==> src/rtl/axi_pkg.sv <==
// Shared AXI definitions for the SRAM slave: channel widths, burst and
// response encodings, and the slave FSM state type.
package axi_pkg;

   localparam int AXI_ADDR_W  = 32;
   localparam int AXI_DATA_W  = 32;
   localparam int AXI_STRB_W  = AXI_DATA_W / 8;
   localparam int AXI_LEN_W   = 4;
   localparam int AXI_SIZE_W  = 3;
   localparam int AXI_BURST_W = 2;
   localparam int AXI_RESP_W  = 2;

   localparam logic [AXI_BURST_W-1:0] BURST_FIXED = 2'b00;
   localparam logic [AXI_BURST_W-1:0] BURST_INCR  = 2'b01;
   localparam logic [AXI_BURST_W-1:0] BURST_WRAP  = 2'b10;

   localparam logic [AXI_RESP_W-1:0] RESP_OKAY   = 2'b00;
   localparam logic [AXI_RESP_W-1:0] RESP_EXOKAY = 2'b01;
   localparam logic [AXI_RESP_W-1:0] RESP_SLVERR = 2'b10;
   localparam logic [AXI_RESP_W-1:0] RESP_DECERR = 2'b11;

   typedef enum logic [2:0] {
      ST_IDLE     = 3'd0,
      ST_RD_FETCH = 3'd1,
      ST_RD_DATA  = 3'd2,
      ST_WR_DATA  = 3'd3,
      ST_WR_RESP  = 3'd4
   } state_t;

endpackage

==> src/rtl/sram_axi_slave.sv <==
// AXI3-style slave in front of a single-port synchronous SRAM (32-bit words,
// one-cycle read latency). One transaction at a time; writes win ties.
module sram_axi_slave
   import axi_pkg::*;
#(
   parameter int ID_W  = 8,
   parameter int IDX_W = 14
) (
   input  logic                   ACLK,
   input  logic                   ARESETn,
   input  logic [ID_W-1:0]        ARID_S,
   input  logic [AXI_ADDR_W-1:0]  ARADDR_S,
   input  logic [AXI_LEN_W-1:0]   ARLEN_S,
   input  logic [AXI_SIZE_W-1:0]  ARSIZE_S,
   input  logic [AXI_BURST_W-1:0] ARBURST_S,
   input  logic                   ARVALID_S,
   output logic                   ARREADY_S,
   output logic [ID_W-1:0]        RID_S,
   output logic [AXI_DATA_W-1:0]  RDATA_S,
   output logic [AXI_RESP_W-1:0]  RRESP_S,
   output logic                   RLAST_S,
   output logic                   RVALID_S,
   input  logic                   RREADY_S,
   input  logic [ID_W-1:0]        AWID_S,
   input  logic [AXI_ADDR_W-1:0]  AWADDR_S,
   input  logic [AXI_LEN_W-1:0]   AWLEN_S,
   input  logic [AXI_SIZE_W-1:0]  AWSIZE_S,
   input  logic [AXI_BURST_W-1:0] AWBURST_S,
   input  logic                   AWVALID_S,
   output logic                   AWREADY_S,
   input  logic [AXI_DATA_W-1:0]  WDATA_S,
   input  logic [AXI_STRB_W-1:0]  WSTRB_S,
   input  logic                   WLAST_S,
   input  logic                   WVALID_S,
   output logic                   WREADY_S,
   output logic [ID_W-1:0]        BID_S,
   output logic [AXI_RESP_W-1:0]  BRESP_S,
   output logic                   BVALID_S,
   input  logic                   BREADY_S,
   output logic                   CEB,
   output logic [AXI_STRB_W-1:0]  WEB,
   output logic [IDX_W-1:0]       A,
   output logic [AXI_DATA_W-1:0]  DI,
   input  logic [AXI_DATA_W-1:0]  DO
);

   state_t                 state_reg, state_next;
   logic [ID_W-1:0]        id_reg;
   logic [IDX_W-1:0]       idx_reg;
   logic [AXI_LEN_W-1:0]   len_reg;
   logic [AXI_LEN_W-1:0]   beat_reg;
   logic [AXI_BURST_W-1:0] burst_reg;
   logic [AXI_DATA_W-1:0]  rdata_reg;
   logic                   fresh_reg;

   logic                   run;
   logic                   rd_last;
   logic                   w_hs;
   logic                   fetch;
   logic [IDX_W-1:0]       idx_adv;
   logic                   unused_bits;

   // Size, AWLEN (WLAST ends the burst) and out-of-window address bits are don't-care.
   assign unused_bits = ^{ARSIZE_S, AWSIZE_S, AWLEN_S,
                          ARADDR_S[AXI_ADDR_W-1:IDX_W+2], ARADDR_S[1:0],
                          AWADDR_S[AXI_ADDR_W-1:IDX_W+2], AWADDR_S[1:0]};

   assign run     = ARESETn;
   assign rd_last = (beat_reg == len_reg);
   assign idx_adv = (burst_reg == BURST_FIXED) ? idx_reg
                                               : idx_reg + {{(IDX_W-1){1'b0}}, 1'b1};

   always_comb begin
      state_next = state_reg;
      unique case (state_reg)
         ST_IDLE: begin
            if (AWVALID_S)      state_next = ST_WR_DATA;
            else if (ARVALID_S) state_next = ST_RD_FETCH;
         end
         ST_RD_FETCH: state_next = ST_RD_DATA;
         ST_RD_DATA:  if (RREADY_S) state_next = rd_last ? ST_IDLE : ST_RD_FETCH;
         ST_WR_DATA:  if (WVALID_S && WLAST_S) state_next = ST_WR_RESP;
         ST_WR_RESP:  if (BREADY_S) state_next = ST_IDLE;
         default:     state_next = ST_IDLE;
      endcase
   end

   assign AWREADY_S = run && (state_reg == ST_IDLE);
   assign ARREADY_S = run && (state_reg == ST_IDLE) && !AWVALID_S;
   assign RVALID_S  = run && (state_reg == ST_RD_DATA);
   assign WREADY_S  = run && (state_reg == ST_WR_DATA);
   assign BVALID_S  = run && (state_reg == ST_WR_RESP);

   // SRAM DO is only valid in the first RD_DATA cycle, so pass it straight
   // through then and serve the captured copy while the master stalls.
   assign RDATA_S = !run ? '0 : (fresh_reg ? DO : rdata_reg);
   assign RID_S   = run ? id_reg : '0;
   assign RRESP_S = RESP_OKAY;
   assign RLAST_S = RVALID_S && rd_last;
   assign BID_S   = run ? id_reg : '0;
   assign BRESP_S = RESP_OKAY;

   assign w_hs  = WREADY_S && WVALID_S;
   assign fetch = run && (state_reg == ST_RD_FETCH);
   assign CEB   = !(fetch || w_hs);
   assign WEB   = w_hs ? ~WSTRB_S : {AXI_STRB_W{1'b1}};
   assign A     = run ? idx_reg : '0;
   assign DI    = w_hs ? WDATA_S : '0;

   always_ff @(posedge ACLK) begin
      if (!ARESETn) begin
         state_reg <= ST_IDLE;
         id_reg    <= '0;
         idx_reg   <= '0;
         len_reg   <= '0;
         beat_reg  <= '0;
         burst_reg <= BURST_FIXED;
         rdata_reg <= '0;
         fresh_reg <= 1'b0;
      end else begin
         state_reg <= state_next;
         fresh_reg <= (state_reg == ST_RD_FETCH);
         if (fresh_reg) rdata_reg <= DO;
         unique case (state_reg)
            ST_IDLE: begin
               if (AWVALID_S) begin
                  id_reg    <= AWID_S;
                  idx_reg   <= AWADDR_S[IDX_W+1:2];
                  burst_reg <= AWBURST_S;
               end else if (ARVALID_S) begin
                  id_reg    <= ARID_S;
                  idx_reg   <= ARADDR_S[IDX_W+1:2];
                  len_reg   <= ARLEN_S;
                  burst_reg <= ARBURST_S;
                  beat_reg  <= '0;
               end
            end
            ST_RD_DATA: begin
               if (RREADY_S && !rd_last) begin
                  beat_reg <= beat_reg + 4'd1;
                  idx_reg  <= idx_adv;
               end
            end
            ST_WR_DATA: begin
               if (WVALID_S && !WLAST_S) idx_reg <= idx_adv;
            end
            default: ;
         endcase
      end
   end

endmodule

==> config.mk <==
export PLATFORM = sky130hd
export DESIGN_NAME = sram_axi_slave
export DESIGN_NICKNAME = d
export VERILOG_FILES = /design/src/rtl/axi_pkg.sv /design/src/rtl/sram_axi_slave.sv
export SDC_FILE = /design/constraint.sdc
export NUM_CORES = 1
export LEC_CHECK = 0
export CAP_MARGIN = 20
export CORE_AREA = 3 3 108 110
export CTS_BUF_LIST = sky130_fd_sc_hd__clkbuf_16
export CTS_CLUSTER_SIZE = 40
export DETAILED_ROUTE_END_ITERATION = 8
export DIE_AREA = 0 0 111 113
export PLACE_DENSITY_LB_ADDON = 0.25
export REMOVE_ABC_BUFFERS = 1
export SETUP_SLACK_MARGIN = 0.1
export SLEW_MARGIN = 20
export SYNTH_ARGS = -nofsm -noshare
export SYNTH_HDL_FRONTEND = slang
export SYNTH_SLANG_ARGS = --single-unit
==> constraint.sdc <==
create_clock -name ACLK -period 3.2 [get_ports ACLK]
set_input_delay 0.32 -clock ACLK [delete_from_list [all_inputs] [get_ports ACLK]]
set_output_delay 0.32 -clock ACLK [all_outputs]
set_load 0.01 [all_outputs]
Word level (Yosys, flattened, before mapping)
Cells that the tools add are included.

word-level totals
  flip-flop bits (word level) = 68
  bits in latches = 0
  bits in writable memories = 0
  ROM bits = 0
  input port bits = 174
  word-level logic and storage cells = 78
  memories = 0

cells by class
  add/sub/neg operators = 2
  multiply operators = 0
  divide/modulo/power cells = 0
  $lt $le $gt $ge = 0
  equal/unequal tests = 13
  shifts and indexed selects = 0
  mux-type cells = 27
  bitwise gates (word level) = 2
  reduce and logical (&&, ||, !) cells = 26

operators by type and width
  kind                                                   number
  2-to-1 mux 32 bit                                      3
  2-to-1 mux 14 bit                                      6
  one-hot mux 14 bit (3 select lines)                    1
  2-to-1 mux 8 bit                                       3
  2-to-1 mux 4 bit                                       4
  2-to-1 mux 3 bit                                       5
  one-hot mux 3 bit (5 select lines)                     1
  adder 14 x 1 -> 14 bit, second input constant          1
  AND reduction 4 bit                                    3
  logical AND 1 bit                                      11
  inequality test 2 bit, second input constant           5
  one-hot mux 4 bit (2 select lines)                     1
  equality test 3 x 2 -> 1 bit, second input constant    2
  adder 4 x 1 -> 4 bit, second input constant            1
  equality test 4 bit                                    1
  zero test 1 bit                                        4
  2-to-1 mux 2 bit                                       2
  inequality test 2 x 1 -> 1 bit, second input constant  2
  NOT 4 bit                                              1
  nonzero test 2 bit                                     2
  equality test 3 x 1 -> 1 bit, second input constant    1
  equality test 3 bit, second input constant             1
  zero test 3 bit                                        1
  inequality test 3 bit, second input constant           1
  7 further kinds                                        7

Longest topological paths before layout
Gate-level depths: netlist of the first run.

  depth after elaboration = 5
  depth in mapped cells = 8
  mapped depth without buffers = 6

Worst setup path before layout of the first run
No wires, ideal clock.

  path kind = register to output
  start point = register state_reg[2]
  end point = output port DI[22]
  arrival = 1.372 ns
  slack = 1.508 ns
  cell stages (with the launch flop) = 6
  buffers on the path = 2
  cells stage by stage = dfxtp_1 buf_2 nand2b_1 nor2_1 clkbuf_1 and3_1

between the ends
  cells in the longest elaborated chain, start to end = 4

RTL lines
  what                          RTL line               RTL
  start: declaration            sram_axi_slave.sv:47   state_t state_reg, state_next;
  start signal: assignment      sram_axi_slave.sv:121  state_reg <= state_next;
  equality test 3 x 2 -> 1 bit  sram_axi_slave.sv:91   assign WREADY_S = run && (state_reg == ST_WR_DATA);
  logical AND 1 bit             sram_axi_slave.sv:91
  named net WREADY_S            sram_axi_slave.sv:35   output logic WREADY_S,
  logical AND 1 bit             sram_axi_slave.sv:103  assign w_hs = WREADY_S && WVALID_S;
  2-to-1 mux 32 bit             sram_axi_slave.sv:108  assign DI = w_hs ? WDATA_S : '0;
  end: declaration              sram_axi_slave.sv:43   output logic [AXI_DATA_W-1:0] DI,

The timed path passes the listed nets, and every way through them passes these cells.

Worst setup path after layout of the first run
  start point = input port ARESETn
  end point = output port WEB[2]

between the ends
  cells in the longest elaborated chain, start to end = 3

RTL lines
  what                RTL line               RTL
  start: declaration  sram_axi_slave.sv:10   input logic ARESETn,
  logical AND 1 bit   sram_axi_slave.sv:91
  logical AND 1 bit   sram_axi_slave.sv:103
  2-to-1 mux 4 bit    sram_axi_slave.sv:106  assign WEB = w_hs ? ~WSTRB_S : {AXI_STRB_W{1'b1}};
  end: declaration    sram_axi_slave.sv:41   output logic [AXI_STRB_W-1:0] WEB,

No other way between the ends.

==> results by group, run 1 <==
Yosys
  • Adder-Cell Fraction of Synth Area: 0.00670
  • Largest family of logic cells by synthesized area: simple AND/OR/NAND/NOR gates
  • Largest cells by area after synthesis: dfxtp_1 36%, mux2i_1 15%, nor2_1 8.0%
  • Synth Area in XOR/XNOR: 0.0117
  • Post-Syn Area: 3740 um2
  • Simple-gate share of the synthesized area: 0.250
  • #FFs+latches synth: 68
  • Distinct cell type count after synthesis: 50
  • Ys flop type: dfxtp_1
  • Ys async rst share: 0
  • Cells after Synth: between 400 and 500
  • Compound-Gate Fraction of Synth Area: 0.131
  • Top cell type's share of synthesized area: 0.364
  • Synth warn: 0
  • Sequential fraction of the synthesis area: 0.364
  • Synthesized area per cell: 8.34 um2
  • Mux cell area share after synthesis: 0.156
  • Post-synth EDFFs: 0
  • Area leader, netlist: dfxtp_1

Outcome
  • Status: completed

Power and ir drop
  • PwrDens: approximately 540 nW/um2
  • Leakage power: between 2 and 3 nW
  • VDD IR-drop max: between 300 and 400 uV
  • Design Power: about 3.4 mW

Detailed routing
  • Drt initial violations: between 150 and 200
  • Vias per cell: around 5.0
  • Met3 Routed Length: between 1000 and 1500 um
  • Pre-Repair DR Iteration Count: 5
  • DRC errors left: 0
  • Top Layer Used: met4
  • Vias post-DR: approximately 4000
  • ANT nets after route: 0
  • Routed length on met2: slightly above 6000 um
  • DR WL/cell: ~16 um
  • Met1 wire length: ~5000 um
  • Drt total wl: around 12000 um

Die
  • Die width: about 110 um
  • Row count: 38
  • DIE HEIGHT: ~110 um
  • I/O Pins: between 200 and 300
  • Die ar.: between 10000 and 15000 um2
  • Initial Util: 0.346
  • Core area: roughly 11000 um2

Setup path
  • Reg2reg start: state_reg[2]
  • Crit path buf inv count: 3
  • WP data arrival: about 2300 ps
  • Critical Path, Cell by Cell: clkdlybuf4s50_1, nand2_1, nor2_1, buf_4, and2_1, nand2_1, clkdlybuf4s50_1
  • CP Max Fanout: 34
  • Critical path's top delay family: buffers and inverters
  • Crit-path slowest cell: clkdlybuf4s50_1
  • R2r setup slk: about 940 ps
  • Reg2reg path depth: 6
  • Worst Setup End Kind: output port
  • Critical path startpoint category: primary input
  • Critical path type: in -> out
  • CP Data Required Time: roughly 2900 ps
  • Max stage delay on crit path: 680 ps
  • Reg2reg end: idx_reg[0]

Layout
  • Diode count: 0
  • Final nets: 831
  • Layout cell share with drive strength beyond 1: 0.0531
  • Commonest non-fill, non-tap cell in the layout: clkdlybuf4s50_1
  • Area delta synth->final: 71.4%
  • Most frequent cells in the layout: 231 x clkdlybuf4s50_1, 80 x nor2_1, 67 x dfxtp_1
  • Largest register FFs: 32
  • Non-filler cells, final: about 800
  • Filler instances: between 900 and 1000

STA
  • Fmax: about 380 MHz
  • Final setup viols: 0
  • Clock Skew: 8.25 ps
  • Final worst path period share: 0.832
  • Worst setup margin: approximately 540 ps
  • Slew HR: 0.339
  • Fin. Hold Viols: 0
  • Setup tns final: 0 ps
  • Max Slew Vio Count: 0
  • Minimum clock period: approximately 2700 ps
  • Worst-margin pin slew: roughly 1000 ps
  • RSZ-0062 raised after global routing: no
  • WHS: about 500 ps

Clocking
  • CTS tree: built
  • H-tree depth: 3
  • Worst-path clk slew: around 60 ps
  • Setup bufs post-CTS: 0
  • Clk sink count: slightly below 70
  • CTS Buf Count: 9
  • CTS Hold Bufs: 0
  • Clock latency on the worst-skew pair: about 320 ps
  • CTS resizes: 0
  • CTS root buf: clkbuf_16
  • CTS Buffer Depth: 2

Placed design
  • PortBufs: about 230
  • Gpl congestion: around 0.9
  • HPWL after DPL: ~9500 um
  • Placed insts: around 780
  • Worst slack, placed: roughly 530 ps

GRT
  • First-pass GRT wire length: 19600 um
  • Pin count of the biggest net entering global routing: between 60 and 70
  • Congestion Overflow GR: 0
  • Initial antenna violation count: 0
  • GRT Overall Usage: 0.190
  • Vias in the first global route: 4015

Min path
  • Hold Path Cell Cnt: 2
  • Hold EP: id_reg[4]
  • Min-delay src: id_reg[4]
  • Hold Path Class: reg -> reg

Run
  • Number of max-cap violations: 0
==> final cells by class <==
type / count / area [um2] / share of cell area
repair buffers: 239 / 2380 / 0.372
multi-input cells: 329 / 2090 / 0.326
clock buffers: 9 / 225 / 0.0352
inverters: 8 / 30.0 / 0.00469
well taps: 140 / 175 / 0.0274
clock inverters: 6 / 138 / 0.0215
flip-flops and latches: 68 / 1360 / 0.213
==> worst max-delay path by stage <==
| stage | startpoint | end | slack, ps | cells after the start |
|---|---|---|---|---|
| after floorplan | state_reg[2] | WEB[0] | 780 | 4 |
| after global placement | ARESETn | WEB[2] | 540 | 7 |
| after detailed placement | ARESETn | WEB[2] | 530 | 7 |
| after CTS | ARESETn | WEB[2] | 520 | 7 |
| after global routing | ARESETn | WEB[2] | 350 | 7 |
| final | ARESETn | WEB[2] | 540 | 7 |
==> report_power, final <==
part	total (mW)	leakage, nW	switching [mW]	internal, mW
Combinational	1.11	1.85	0.522	0.589
Clock	1.20	0.176	0.364	0.838
Sequential	1.12	0.556	0.137	0.987
==> cell families (layout without fill, tap and decap cells) <==
| family | count (synthesis) | count (layout) |
|---|---|---|
| simple gates | 190 | 190 |
| compound gates | 70 | 70 |
| flops | 68 | 68 |
| mux | 58 | 58 |
| buf+inv | 54 | 262 |
| xor+xnor | 5 | 5 |
| fa+ha+maj | 2 | 2 |
| other cells | 1 | 4 |
==> routing by layer <==
| layer | global-route usage | up-vias |
|---|---|---|
| li1 | - | 1956 |
| met1 | 0.218 | 1816 |
| met2 | 0.333 | 206 |
| met3 | 0.0513 | 21 |
| met4 | 0.0796 | 0 |
| met5 | 0 | - |
==> worst register-to-register path, stage by stage (launching register included) <==
cell and delay, ps:
dfxtp_1 510, nand2b_1 180, buf_4 260, nor2_1 110
a211o_1 600, a211o_1 420, a21oi_2 130
==> synth_stat cells (2+ instances only) <==
cell type and count:
nor2_1 80, dfxtp_1 68, mux2i_1 57, and3_1 34
and2_1 21, nand2_1 20, clkbuf_1 18, o21ai_0 15
a211oi_1 12, buf_4 12, a21oi_1 11, nand3_1 9
inv_1 7, nor3_1 7, o31ai_1 7, buf_2 6
a31oi_1 5, buf_1 5, a211o_1 4, buf_6 4
nor2b_1 4, xor2_1 4, a21oi_2 2, a32o_1 2
ha_1 2, nand2b_1 2, nand3b_1 2, nand4_1 2
nor4_1 2, o22ai_1 2, o32ai_1 2, or4_1 2
==> through the flow <==
step / instance area (um2) / utilization
6_report: 6400 / 0.593
5_1_grt: 6400 / 0.593
4_1_cts: 6400 / 0.593
3_5_place_dp: 6040 / 0.560
3_3_place_gp: 6040 / 0.560
2_1_floorplan: 3480 / -
No activity file was read; power rests on OpenSTA's default activity.
==> inputs of run 2 (changes only) <==
CORE_AREA = default   (was 3 3 108 110)
CORE_MARGIN = 3   (was default)
CORE_UTILIZATION = 34   (was default)
DIE_AREA = default   (was 0 0 111 113)
clock period = 2.5 ns   (was 3.2 ns; I/O delays follow)
==> results by group, run 2 (synthesized netlist as in run 1, its figures left out) <==
Clocking
  • Clock latency on the worst-skew pair: 330 ps (was 320 ps)
  • Clk sink count: 68 (unchanged)
  • CTS Hold Bufs: 0 (unchanged)
  • Worst-path clk slew: 60 ps (about the same)
  • H-tree depth: 3 (unchanged)
  • CTS Buf Count: 9 (unchanged)
  • CTS tree: built (unchanged)
  • CTS Buffer Depth: 2 (unchanged)
  • CTS root buf: clkbuf_16 (unchanged)

Layout
  • Final nets: 837 (was 831)
  • Commonest non-fill, non-tap cell in the layout: clkdlybuf4s50_1 (unchanged)
  • Largest register FFs: 32 (unchanged)
  • Area of the multi-input gates: 2090 um2 (about the same)
  • Layout cell share with drive strength beyond 1: 0.0676 (was 0.0531)
  • Filler instances: 935 (was 985)
  • Register Area: 1360 um2 (about the same)
  • Diode count: 0 (unchanged)
  • Most frequent cells in the layout: 230 x clkdlybuf4s50_1, 79 x nor2_1, 66 x dfxtp_1 (was 231 x clkdlybuf4s50_1, 80 x nor2_1, 67 x dfxtp_1)
  • Area delta synth->final: 72.0% (was 71.4%)

Placed design
  • Worst slack, placed: 79.8 ps (was 526 ps)
  • Gpl congestion: 0.899 (was 0.910)
  • PortBufs: 232 (unchanged)
  • HPWL after DPL: 9840 um (was 9550 um)

Setup path
  • Worst setup path endpoint: CEB (was WEB[2])
  • Crit path from: ARESETn (unchanged)
  • Worst Setup End Kind: output port (unchanged)
  • Reg2reg path depth: 6 (unchanged)
  • WP data arrival: 2060 ps (was 2340 ps)
  • Critical path startpoint category: primary input (unchanged)
  • CP Max Fanout: 34 (unchanged)
  • CP Data Required Time: 2250 ps (was 2880 ps)
  • Critical path type: in -> out (unchanged)
  • Reg2reg end: beat_reg[2] (was idx_reg[0])
  • Reg2reg start: state_reg[0] (was state_reg[2])
  • R2r setup slk: 550 ps (was 940 ps)

Detailed routing
  • Vias per cell: 4.95 (was 5.01)
  • Vias post-DR: 3967 (was 3999)
  • Drt total wl: 12600 um (was 12500 um)
  • DR WL/cell: 15.8 um (was 15.6 um)
  • DRC errors left: 0 (unchanged)
  • Pre-Repair DR Iteration Count: 4 (was 5)
  • ANT nets after route: 0 (unchanged)
  • Drt initial violations: 194 (was 180)

Die
  • I/O Pins: 283 (unchanged)
  • DIE HEIGHT: 111 um (was 113 um)
  • Die ar.: 12300 um2 (was 12500 um2)
  • Core area: 10500 um2 (was 10800 um2)
  • Initial Util: 0.356 (was 0.346)
  • Row count: 37 (was 38)
  • Die width: 111 um (about the same)

GRT
  • Congestion Overflow GR: 0 (unchanged)
  • GRT Overall Usage: 0.201 (was 0.190)
  • Initial antenna violation count: 0 (unchanged)
  • Pin count of the biggest net entering global routing: 36 (was 62)
  • Vias in the first global route: 3908 (was 4015)
  • First-pass GRT wire length: 20200 um (was 19600 um)

Run
  • Number of max-cap violations: 0 (unchanged)

STA
  • Setup tns final: 0 ps (unchanged)
  • Final setup viols: 0 (unchanged)
  • RSZ-0062 raised after global routing: yes (was no)
  • Final worst path period share: 0.923
  • WHS: 382 ps (was 498 ps)
  • Slew HR: 0.566 (was 0.339)
  • Worst-margin pin slew: 651 ps (was 991 ps)
  • Max Slew Vio Count: 0 (unchanged)
  • Minimum clock period: 2310 ps
  • Clock Skew: 7.52 ps (was 8.25 ps)
  • Worst setup margin: 192 ps (was 538 ps)
  • Fmax: ~430 MHz
  • Fin. Hold Viols: 0 (unchanged)

Min path
  • Min-delay src: AWVALID_S (was id_reg[4])
  • Hold Path Class: in -> reg (was reg -> reg)

Power and ir drop
  • VDD IR-drop max: 329 uV (was 385 uV)
  • PwrDens: 650 nW/um2 (was 537 nW/um2)
  • Leakage power: 2.61 nW (was 2.58 nW)

Outcome
  • Status: completed (unchanged)
## run 2: cell types whose count changed in the layout (fill, tap and decap cells not counted), moves of 3 or more
cell / before / now
clkinvlp_4: 0 / 3
bufinv_16: 4 / 1
buf_12: 1 / 4
buf_4: 6 / 9
## run 2: worst min-delay path by stage
stage / slack [ps] / end / cells past startpoint
finish: 380 / burst_reg[1] / 3
global route: 400 / burst_reg[1] / 3
floorplan: 390 / idx_reg[2] / 2
detailed placement: 490 / id_reg[7] / 2
CTS: 380 / burst_reg[1] / 3
global placement: 480 / id_reg[1] / 2
## run 2: worst max-delay path, stage by stage
cell and delay [ps]:
clkdlybuf4s50_1 510, nand2_1 150, nor2_2 60, buf_12 160, and2_2 230, nor2_1 140
clkdlybuf4s50_1 560
## run 2: layout make-up
class                   instances  share of cell area
repair buffers                245               0.384
clock buffers                   9              0.0351
flip-flops and latches         68               0.212
multi-input cells             329               0.326
inverters                       8             0.00467
well taps                     136              0.0265
clock inverters                 7              0.0117
## run 2: metrics by stage
step | cells | cell area [um2] | total power, mW | util
2_1_floorplan | 405 | 3480 | 2.15 | -
3_3_place_gp | 786 | 6120 | 2.87 | 0.582
3_5_place_dp | 786 | 6120 | 2.91 | 0.582
4_1_cts | 802 | 6420 | 4.20 | 0.611
5_1_grt | 802 | 6420 | 4.43 | 0.611
6_report | 802 | 6420 | 4.18 | 0.611
## run 2: repair_timing
item / in CTS / in global routing
endpoints found under the setup margin: 5 / 8
pin swaps: 0 / 0
resized for setup: 2 / 2
setup buffers: 0 / 0
## run 2: per-layer routing
metal	wire length, um	vias to the layer above	GRT usage
met5	0	-	0
met4	80	0	0.0386
met3	882	7	0.0568
met2	6810	156	0.382
met1	4870	1826	0.223
li1	-	1978	-
## run 2: power breakdown
part	switching, mW	leakage (nW)	internal, mW
registers	0.117	0.556	1.26
clock network	0.505	0.138	0.775
logic	0.728	1.91	0.786
total	1.35	2.61	2.83
